<file path="src/rtl/my_mem_pkg.sv">
// Shared types, default widths and the parity helper for the parity-memory arbiter.
package my_mem_pkg;

    localparam int unsigned DEF_NUM_REQ = 2;
    localparam int unsigned DEF_ADDR_W  = 16;
    localparam int unsigned DEF_DATA_W  = 8;
    localparam int unsigned ERR_W       = 16;
    localparam int unsigned PAR_MAX_W   = 64;

    typedef enum logic [1:0] {
        IDLE  = 2'd0,
        ISSUE = 2'd1,
        WAIT  = 2'd2,
        RESP  = 2'd3
    } arb_state_t;

    // Word is {parity, data}; data occupies bits [data_w-1:0], parity sits at bit data_w.
    function automatic logic parity_ok(input logic [PAR_MAX_W-1:0] word,
                                       input int unsigned          data_w);
        logic p;
        p = 1'b0;
        for (int unsigned b = 0; b < PAR_MAX_W - 1; b++) begin
            if (b < data_w) begin
                p = p ^ word[6'(b)];
            end
        end
        return p == word[6'(data_w)];
    endfunction

endpackage

</file>
<file path="src/rtl/my_mem_arbiter_if.sv">
// Requester and memory-side signals of the arbiter; slave is the arbiter's view.
interface my_mem_arbiter_if
    import my_mem_pkg::*;
#(
    parameter int unsigned NUM_REQ = DEF_NUM_REQ,
    parameter int unsigned ADDR_W  = DEF_ADDR_W,
    parameter int unsigned DATA_W  = DEF_DATA_W
);

    logic [NUM_REQ-1:0]        req_valid;
    logic [NUM_REQ-1:0]        req_write;
    logic [NUM_REQ*ADDR_W-1:0] req_addr;
    logic [NUM_REQ*DATA_W-1:0] req_wdata;
    logic [NUM_REQ-1:0]        req_ready;

    logic [NUM_REQ-1:0]        rsp_valid;
    logic [DATA_W-1:0]         rsp_rdata;
    logic                      rsp_parity_err;
    logic [ERR_W-1:0]          err_count;

    logic                      mem_write;
    logic                      mem_read;
    logic [ADDR_W-1:0]         mem_address;
    logic [DATA_W-1:0]         mem_data_in;
    logic [DATA_W:0]           mem_data_out;

    modport slave (
        input  req_valid, req_write, req_addr, req_wdata, mem_data_out,
        output req_ready, rsp_valid, rsp_rdata, rsp_parity_err, err_count,
               mem_write, mem_read, mem_address, mem_data_in
    );

    modport master (
        output req_valid, req_write, req_addr, req_wdata, mem_data_out,
        input  req_ready, rsp_valid, rsp_rdata, rsp_parity_err, err_count,
               mem_write, mem_read, mem_address, mem_data_in
    );

endinterface

</file>
<file path="src/rtl/my_mem_rr_arb.sv">
// Combinational round-robin picker: search starts one past the last winner.
module my_mem_rr_arb #(
    parameter int unsigned NUM_REQ = 2,
    parameter int unsigned IDX_W   = 1
) (
    input  logic [NUM_REQ-1:0] req,
    input  logic [IDX_W-1:0]   last,
    output logic [NUM_REQ-1:0] grant,
    output logic [IDX_W-1:0]   idx,
    output logic               any
);

    always_comb begin : pick
        int unsigned cand;
        grant = '0;
        idx   = '0;
        any   = 1'b0;
        cand  = 0;
        for (int unsigned k = 1; k <= NUM_REQ; k++) begin
            cand = (32'(last) + k) % NUM_REQ;
            if (!any && req[IDX_W'(cand)]) begin
                any                 = 1'b1;
                idx                 = IDX_W'(cand);
                grant[IDX_W'(cand)] = 1'b1;
            end
        end
    end

endmodule

</file>
<file path="src/rtl/my_mem_arbiter.sv">
// Round-robin arbiter sharing one single-port parity memory between NUM_REQ requesters.
// One transaction in flight; read parity is checked and mismatches are counted.
module my_mem_arbiter
    import my_mem_pkg::*;
#(
    parameter int unsigned NUM_REQ = DEF_NUM_REQ,
    parameter int unsigned ADDR_W  = DEF_ADDR_W,
    parameter int unsigned DATA_W  = DEF_DATA_W
) (
    input logic             clk,
    input logic             rst,
    my_mem_arbiter_if.slave bus
);

    localparam int unsigned IDX_W = $clog2(NUM_REQ);

    arb_state_t         state_q, state_d;
    logic [IDX_W-1:0]   last_q, last_d;
    logic [IDX_W-1:0]   id_q, id_d;
    logic               wr_q, wr_d;
    logic [ADDR_W-1:0]  addr_q, addr_d;
    logic [DATA_W-1:0]  wdata_q, wdata_d;
    logic               mem_write_q, mem_write_d;
    logic               mem_read_q, mem_read_d;
    logic [NUM_REQ-1:0] rsp_valid_q, rsp_valid_d;
    logic [DATA_W-1:0]  rdata_q, rdata_d;
    logic               perr_q, perr_d;
    logic [ERR_W-1:0]   err_q, err_d;

    logic [NUM_REQ-1:0] grant;
    logic [IDX_W-1:0]   win_idx;
    logic               any_req;
    logic               sel_write;
    logic [ADDR_W-1:0]  sel_addr;
    logic [DATA_W-1:0]  sel_wdata;

    my_mem_rr_arb #(
        .NUM_REQ (NUM_REQ),
        .IDX_W   (IDX_W)
    ) u_rr_arb (
        .req   (bus.req_valid),
        .last  (last_q),
        .grant (grant),
        .idx   (win_idx),
        .any   (any_req)
    );

    // Fields of the requester currently winning the pick.
    always_comb begin : sel_mux
        sel_write = 1'b0;
        sel_addr  = '0;
        sel_wdata = '0;
        for (int unsigned i = 0; i < NUM_REQ; i++) begin
            if (IDX_W'(i) == win_idx) begin
                sel_write = bus.req_write[i];
                sel_addr  = bus.req_addr[i*ADDR_W +: ADDR_W];
                sel_wdata = bus.req_wdata[i*DATA_W +: DATA_W];
            end
        end
    end

    // Next state plus next values of every registered output.
    always_comb begin : fsm_next
        state_d     = state_q;
        last_d      = last_q;
        id_d        = id_q;
        wr_d        = wr_q;
        addr_d      = addr_q;
        wdata_d     = wdata_q;
        mem_write_d = 1'b0;
        mem_read_d  = 1'b0;
        rsp_valid_d = '0;
        rdata_d     = '0;
        perr_d      = 1'b0;
        err_d       = err_q;

        case (state_q)
            IDLE: begin
                if (any_req) begin
                    state_d     = ISSUE;
                    last_d      = win_idx;
                    id_d        = win_idx;
                    wr_d        = sel_write;
                    addr_d      = sel_addr;
                    wdata_d     = sel_wdata;
                    mem_write_d = sel_write;
                    mem_read_d  = !sel_write;
                end
            end
            ISSUE: begin
                if (wr_q) begin
                    state_d            = RESP;
                    rsp_valid_d[id_q]  = 1'b1;
                end else begin
                    state_d = WAIT;
                end
            end
            WAIT: begin
                state_d           = RESP;
                rsp_valid_d[id_q] = 1'b1;
                rdata_d           = bus.mem_data_out[DATA_W-1:0];
                perr_d            = !parity_ok(PAR_MAX_W'(bus.mem_data_out), DATA_W);
            end
            RESP: begin
                state_d = IDLE;
                if (perr_q && (err_q != {ERR_W{1'b1}})) begin
                    err_d = err_q + ERR_W'(1);
                end
            end
            default: begin
                state_d = IDLE;
            end
        endcase
    end

    always_ff @(posedge clk) begin : fsm_reg
        if (rst) begin
            state_q     <= IDLE;
            last_q      <= IDX_W'(NUM_REQ - 1);
            id_q        <= '0;
            wr_q        <= 1'b0;
            addr_q      <= '0;
            wdata_q     <= '0;
            mem_write_q <= 1'b0;
            mem_read_q  <= 1'b0;
            rsp_valid_q <= '0;
            rdata_q     <= '0;
            perr_q      <= 1'b0;
            err_q       <= '0;
        end else begin
            state_q     <= state_d;
            last_q      <= last_d;
            id_q        <= id_d;
            wr_q        <= wr_d;
            addr_q      <= addr_d;
            wdata_q     <= wdata_d;
            mem_write_q <= mem_write_d;
            mem_read_q  <= mem_read_d;
            rsp_valid_q <= rsp_valid_d;
            rdata_q     <= rdata_d;
            perr_q      <= perr_d;
            err_q       <= err_d;
        end
    end

    // Accept is combinational so the requester sees it in the same cycle it wins.
    assign bus.req_ready      = (!rst && (state_q == IDLE)) ? grant : '0;
    assign bus.rsp_valid      = rsp_valid_q;
    assign bus.rsp_rdata      = rdata_q;
    assign bus.rsp_parity_err = perr_q;
    assign bus.err_count      = err_q;
    assign bus.mem_write      = mem_write_q;
    assign bus.mem_read       = mem_read_q;
    assign bus.mem_address    = addr_q;
    assign bus.mem_data_in    = wdata_q;

endmodule

</file>
<file path="src/flat_wrapper.sv">
// flat-port wrapper written by rule: the top's interface ports become plain ports
module my_mem_arbiter_flat import my_mem_pkg::*;
#(
    parameter int unsigned NUM_REQ = DEF_NUM_REQ,
    parameter int unsigned ADDR_W  = DEF_ADDR_W,
    parameter int unsigned DATA_W  = DEF_DATA_W
)
  (clk, rst, bus_req_valid, bus_req_write, bus_req_addr, bus_req_wdata, bus_mem_data_out, bus_req_ready, bus_rsp_valid, bus_rsp_rdata, bus_rsp_parity_err, bus_err_count, bus_mem_write, bus_mem_read, bus_mem_address, bus_mem_data_in);
  my_mem_arbiter_if #(.NUM_REQ(NUM_REQ), .ADDR_W(ADDR_W), .DATA_W(DATA_W)) bus_i ();
  input logic clk;
  input logic rst;
  input wire logic [$bits(bus_i.req_valid)-1:0] bus_req_valid;
  input wire logic [$bits(bus_i.req_write)-1:0] bus_req_write;
  input wire logic [$bits(bus_i.req_addr)-1:0] bus_req_addr;
  input wire logic [$bits(bus_i.req_wdata)-1:0] bus_req_wdata;
  input wire logic [$bits(bus_i.mem_data_out)-1:0] bus_mem_data_out;
  output wire logic [$bits(bus_i.req_ready)-1:0] bus_req_ready;
  output wire logic [$bits(bus_i.rsp_valid)-1:0] bus_rsp_valid;
  output wire logic [$bits(bus_i.rsp_rdata)-1:0] bus_rsp_rdata;
  output wire logic [$bits(bus_i.rsp_parity_err)-1:0] bus_rsp_parity_err;
  output wire logic [$bits(bus_i.err_count)-1:0] bus_err_count;
  output wire logic [$bits(bus_i.mem_write)-1:0] bus_mem_write;
  output wire logic [$bits(bus_i.mem_read)-1:0] bus_mem_read;
  output wire logic [$bits(bus_i.mem_address)-1:0] bus_mem_address;
  output wire logic [$bits(bus_i.mem_data_in)-1:0] bus_mem_data_in;
  assign bus_i.req_valid = bus_req_valid;
  assign bus_i.req_write = bus_req_write;
  assign bus_i.req_addr = bus_req_addr;
  assign bus_i.req_wdata = bus_req_wdata;
  assign bus_i.mem_data_out = bus_mem_data_out;
  assign bus_req_ready = bus_i.req_ready;
  assign bus_rsp_valid = bus_i.rsp_valid;
  assign bus_rsp_rdata = bus_i.rsp_rdata;
  assign bus_rsp_parity_err = bus_i.rsp_parity_err;
  assign bus_err_count = bus_i.err_count;
  assign bus_mem_write = bus_i.mem_write;
  assign bus_mem_read = bus_i.mem_read;
  assign bus_mem_address = bus_i.mem_address;
  assign bus_mem_data_in = bus_i.mem_data_in;
  my_mem_arbiter #(.NUM_REQ(NUM_REQ), .ADDR_W(ADDR_W), .DATA_W(DATA_W)) u_core (.clk(clk), .rst(rst), .bus(bus_i));
endmodule
</file>
<file path="config.mk">
export PLATFORM = sky130hd
export DESIGN_NAME = my_mem_arbiter_flat
export DESIGN_NICKNAME = d
export VERILOG_FILES = /design/src/rtl/my_mem_pkg.sv /design/src/rtl/my_mem_arbiter_if.sv /design/src/rtl/my_mem_rr_arb.sv /design/src/rtl/my_mem_arbiter.sv /design/src/flat_wrapper.sv
export SDC_FILE = /design/constraint.sdc
export NUM_CORES = 1
export LEC_CHECK = 0
export ABC_AREA = 0
export CAP_MARGIN = 5
export CORE_MARGIN = 5
export CORE_UTILIZATION = 38
export DETAILED_ROUTE_END_ITERATION = 10
export HOLD_SLACK_MARGIN = 0.02
export PLACE_DENSITY = 0.87
export SLEW_MARGIN = 20
export SYNTH_ARGS = -nofsm -noshare
export SYNTH_HDL_FRONTEND = slang
export SYNTH_SLANG_ARGS = --single-unit
</file>
<file path="constraint.sdc">
create_clock -name clk -period 1.61 [get_ports clk]
set_clock_uncertainty 0.05 [all_clocks]
set_input_delay 0.483 -clock clk [delete_from_list [all_inputs] [get_ports clk]]
set_output_delay 0.483 -clock clk [all_outputs]
set_load 0.03 [all_outputs]
</file>
==> flow_summary_export.csv <==
group,metric,value,unit
status,outcome,"finished with violations",
status,violations,"setup timing",
place,hpwlAfterDp,5720,microns
cells_and_area,antennaDiodeCount,0,
sta,finalSetupViolations,43,
synthesis,synth.area.mux_share,12.0,%
sta,tns,-3490,ps
sta,slew-limit-headroom,51.6,%
floorplan,core,6830,sq um
clock_tree,cts_tree,"yes",
synthesis,synth-xor-area-share,2.79,%
synthesis,yosys.area_share.simple,19.8,%
setup_path,r2r-start,"u_core.state_q[0]",
clock_tree,hold_buffers,0,
pwr,switching_share,39.9,%
sta,worst_pin_slew,726,ps
setup_path,critical-path-top-delay-family,"buffers and inverters",
setup_path,path_class,"in2out",
setup_path,cp_num_buf_inv,3,
pwr,comb_power_share,55.4,%
pwr,clockPowerShare,17.5,%
global_routing,grt_pass1_vias,2684,
setup_path,slowest_delay,210,ps
cells_and_area,finish.utilization,76.0,%
run,max_cap_violations,0,
routing,wl_per_cell,17.9,microns
synthesis,ys_ff_latch,58,
setup_path,required,1080,ps
setup_path,crit_chain,"clkdlybuf4s15_1 -> buf_6 -> a21boi_4 -> and3_4 -> buf_6",
sta,period_minus_slack,1840,ps
pwr,p_per_area,1420,nW/um^2
synthesis,synth_compound_area_share,15.0,%
worst_hold_path,min_to,"u_core.bus.err_count[5]",
clock_tree,clock_latency,340,ps
synthesis,yosysTopAreaCell,"dfxtp_1",
floorplan,initial_core_util,39.4,%
clock_tree,clk_pin_slew_worst_paths,70,ps
sta,timing.fmax,544,MHz
routing,drc_errors,0,
floorplan,dieArea,8860,sq um
synthesis,synthAdderAreaFrac,2.79,%
sta,rsz0062_at_grt,"true",
pwr,cellLeakagePower,2.12,nW
cells_and_area,layout.nets,523,
synthesis,yosys.cell_types.count,42,
setup_path,r2r-end,"u_core.bus.mem_address[8]",
sta,hold_viol,0,
synthesis,syn_inst,277,
floorplan,die_y,94.1,microns
cells_and_area,final_cells,555,
synthesis,avgSynthCellArea,9.71,sq um
clock_tree,cts-buffers-inserted,9,
floorplan,pin_count,118,
floorplan,rows,30,
routing,via_per_inst,5.26,
cells_and_area,final_layout_size_suffix_gt1_share,50.3,%
global_routing,grt_overflow,0,
routing,dr.pass1.iters,4,
pwr,seqPwrFrac,27.1,%
pwr,internal_power,4.42,mW
worst_hold_path,whs_path_depth,1,
clock_tree,cts_num_sinks,58,
routing,drt-total-wl,9950,microns
setup_path,crit_path_max_fanout,2,
worst_hold_path,hp-class,"reg2reg",
sta,slew_viol_final,0,
synthesis,synth_nets,346,
place,place_inst,499,
setup_path,ff2ff_path_depth,10,
setup_path,r2r_slack,-170,ps
setup_path,start_kind,"primary input",
clock_tree,ctsHtreeMaxLevel,3,
synthesis,synth-seq-area-share,43.2,%
sta,post-route-period-util,114,%
global_routing,grt_pass1_wl,12800,microns
setup_path,slowest_stage,"and3_4",
synthesis,synth_top_family_by_area,"simple AND/OR/NAND/NOR gates",
routing,vias,2920,
pwr,ir_drop,1.04,mV
global_routing,grt_max_degree,51,
cells_and_area,synthToLayoutAreaGrowth,92.9,%
setup_path,endpoint_kind,"primary output",
pwr,p_switching,2.94,mW
global_routing,antenna_found_initial,0,
pwr,power,7.36,mW
clock_tree,clk_path_buf_depth,2,
sta,holdWs,423,ps
floorplan,die_w,94.1,microns
routing,drt_iter0_drc,81,
synthesis,yosysWarnings,0,
global_routing,grt_usage,18.5,%
synthesis,synth.area.top_cells,"dfxtp_1 (43%), mux2i_1 (9.7%), a211oi_1 (7.0%), nor2_1 (4.3%), ha_1 (2.8%)",
setup_path,cp.arrival,1310,ps
place,place.gp.congestion,0.784,
synthesis,synth_area,2690,sq um
setup_path,crit_top_cell,"buf_6",
clock_tree,root_buffer,"clkbuf_8",
routing,ant_nets,0,
place,io_buffers,117,
synthesis,synth_top_area_share,43.2,%
worst_hold_path,min_from,"u_core.bus.err_count[5]",
sta,fin_ws,-229,ps
synthesized netlist by cell type:
library cell	n
inv_1	5
mux2_4	2
nand3_1	8
clkbuf_1	11
or3_1	2
mux2i_1	26
mux2_1	3
o31ai_1	6
xor2_1	1
o41ai_1	1
a21o_1	2
nand4_1	2
xnor3_1	1
and4_1	3
nand3_2	1
a211oi_1	25
buf_4	2
nor2b_1	7
o21ai_0	4
or4_1	6
nand4_2	2
nor2_1	31
buf_6	3
ha_1	6
o2111a_1	1
nand2_1	11
a221oi_1	1
and2_1	9
a21boi_0	1
dfxtp_1	58
nor4b_1	2
a21oi_1	13
nor3_1	1
o311ai_0	1
xnor2_1	5
a21oi_2	3
and4b_1	1
buf_2	2
and3_1	5
nor4_4	1
nor3_2	1
nor3b_1	1
routing by layer:
layer | global-route usage [%] | vias up | wire [microns]
met2 | 33.1 | 107 | 5310
met1 | 20.6 | 1429 | 3870
met3 | 5.05 | 18 | 551
li1 | - | 1366 | -
met4 | 7.34 | 0 | 215
met5 | 0 | - | 0
logic make-up after synthesis:
group / Yosys count
adders and majority gates: 6
DFF: 58
and+or+nand+nor: 94
buffers and inverters: 23
muxes: 31
xor gates and xnor gates: 7
AOI/OAI and AO/OA: 58
metrics by stage:
stage | worst slack [ps] | area [sq um]
after floorplan | 1.60 | 2790
after global placement | -723 | 4230
after detailed placement | -755 | 4230
after CTS | -220 | 4710
after global routing | -253 | 5190
final | -229 | 5190
what timing repair did:
action                     in CTS  in global routing
setup buffers                  17                 15
setup endpoints to repair      87                 75
resized for setup             124                115
cloned                          1                  8
pin swaps                      12                 29
how the worst max path moves through the flow:
stage,start,slack [ps],end,cells past startpoint
CTS,u_core.state_q[1],-220,bus_req_ready[1],5
finish,bus_req_valid[0],-230,bus_req_ready[1],5
global placement,bus_req_valid[1],-720,bus_req_ready[0],4
detailed placement,bus_req_valid[0],-750,bus_req_ready[0],3
global route,u_core.state_q[0],-250,bus_req_ready[1],5
floorplan,u_core.bus.err_count[0],2,u_core.bus.err_count[14],5
cell type report:
type	count	area, sq um
clock buffers	10	149
clock inverters	6	37.5
fillers	445	1640
inverters	5	18.8
multi-input cells	196	1850
flip-flops and latches	58	1210
well taps	96	120
repair buffers	184	1810
layout by cell type, fill, tap and decap left out, types with 3 or more instances in the layout:
cell type / synthesis / final
buf_4: 2 / 51
nand3_4: 0 / 3
a211oi_2: 0 / 21
a21oi_2: 3 / 5
dfxtp_1: 58 / 39
nor2_1: 31 / 13
nand3_1: 8 / 6
clkdlybuf4s15_1: 0 / 12
buf_12: 0 / 11
nor2_2: 0 / 15
a211oi_1: 25 / 4
ha_4: 0 / 3
clkbuf_2: 0 / 23
mux2_4: 2 / 5
buf_6: 3 / 9
mux2i_1: 26 / 18
clkbuf_16: 0 / 7
clkdlybuf4s15_2: 0 / 7
clkdlybuf4s50_1: 0 / 57
dfxtp_4: 0 / 10
o31ai_1: 6 / 4
xnor2_1: 5 / 5
dfxtp_2: 0 / 9
and3_1: 5 / 4
nor2_4: 0 / 3
ha_1: 6 / 3
or4_4: 0 / 4
a21oi_1: 13 / 9
clkbuf_8: 0 / 9
nor2b_1: 7 / 6
nand2_1: 11 / 10
and2_1: 9 / 9
mux2i_2: 0 / 7
inv_1: 5 / 3
dlygate4sd2_1: 0 / 5
state kept, by name (all words and copies together), names as in the netlist:
signal / flops
u_core.wr_q: 1
u_core.bus.err_count: 16
u_core.last_q: 1
u_core.bus.mem_data_in: 8
u_core.bus.mem_read: 1
u_core.bus.rsp_parity_err: 1
u_core.bus.mem_address: 16
u_core.bus.rsp_rdata: 8
u_core.bus.rsp_valid: 2
u_core.state_q: 2
u_core.bus.mem_write: 1
u_core.id_q: 1
power by group through the flow:
stage	Combinational, mW	Clock, mW	Sequential, mW
after global placement	2.64	0	1.93
after global routing	4.27	1.38	2.02
after detailed placement	2.71	0	1.96
final	4.08	1.29	1.99
after floorplan	0.959	0	2.49
after CTS	2.75	1.28	1.94
worst register-to-register path: stages (launching register included):
cell       delay [ps]
dfxtp_2           330
inv_2              70
ha_4              160
buf_6             100
buf_4             100
buf_6              90
nor2b_4           230
buf_12            150
clkbuf_16         150
nor2_1             50
a211oi_2          210
Power figures use the tool's default switching activity.
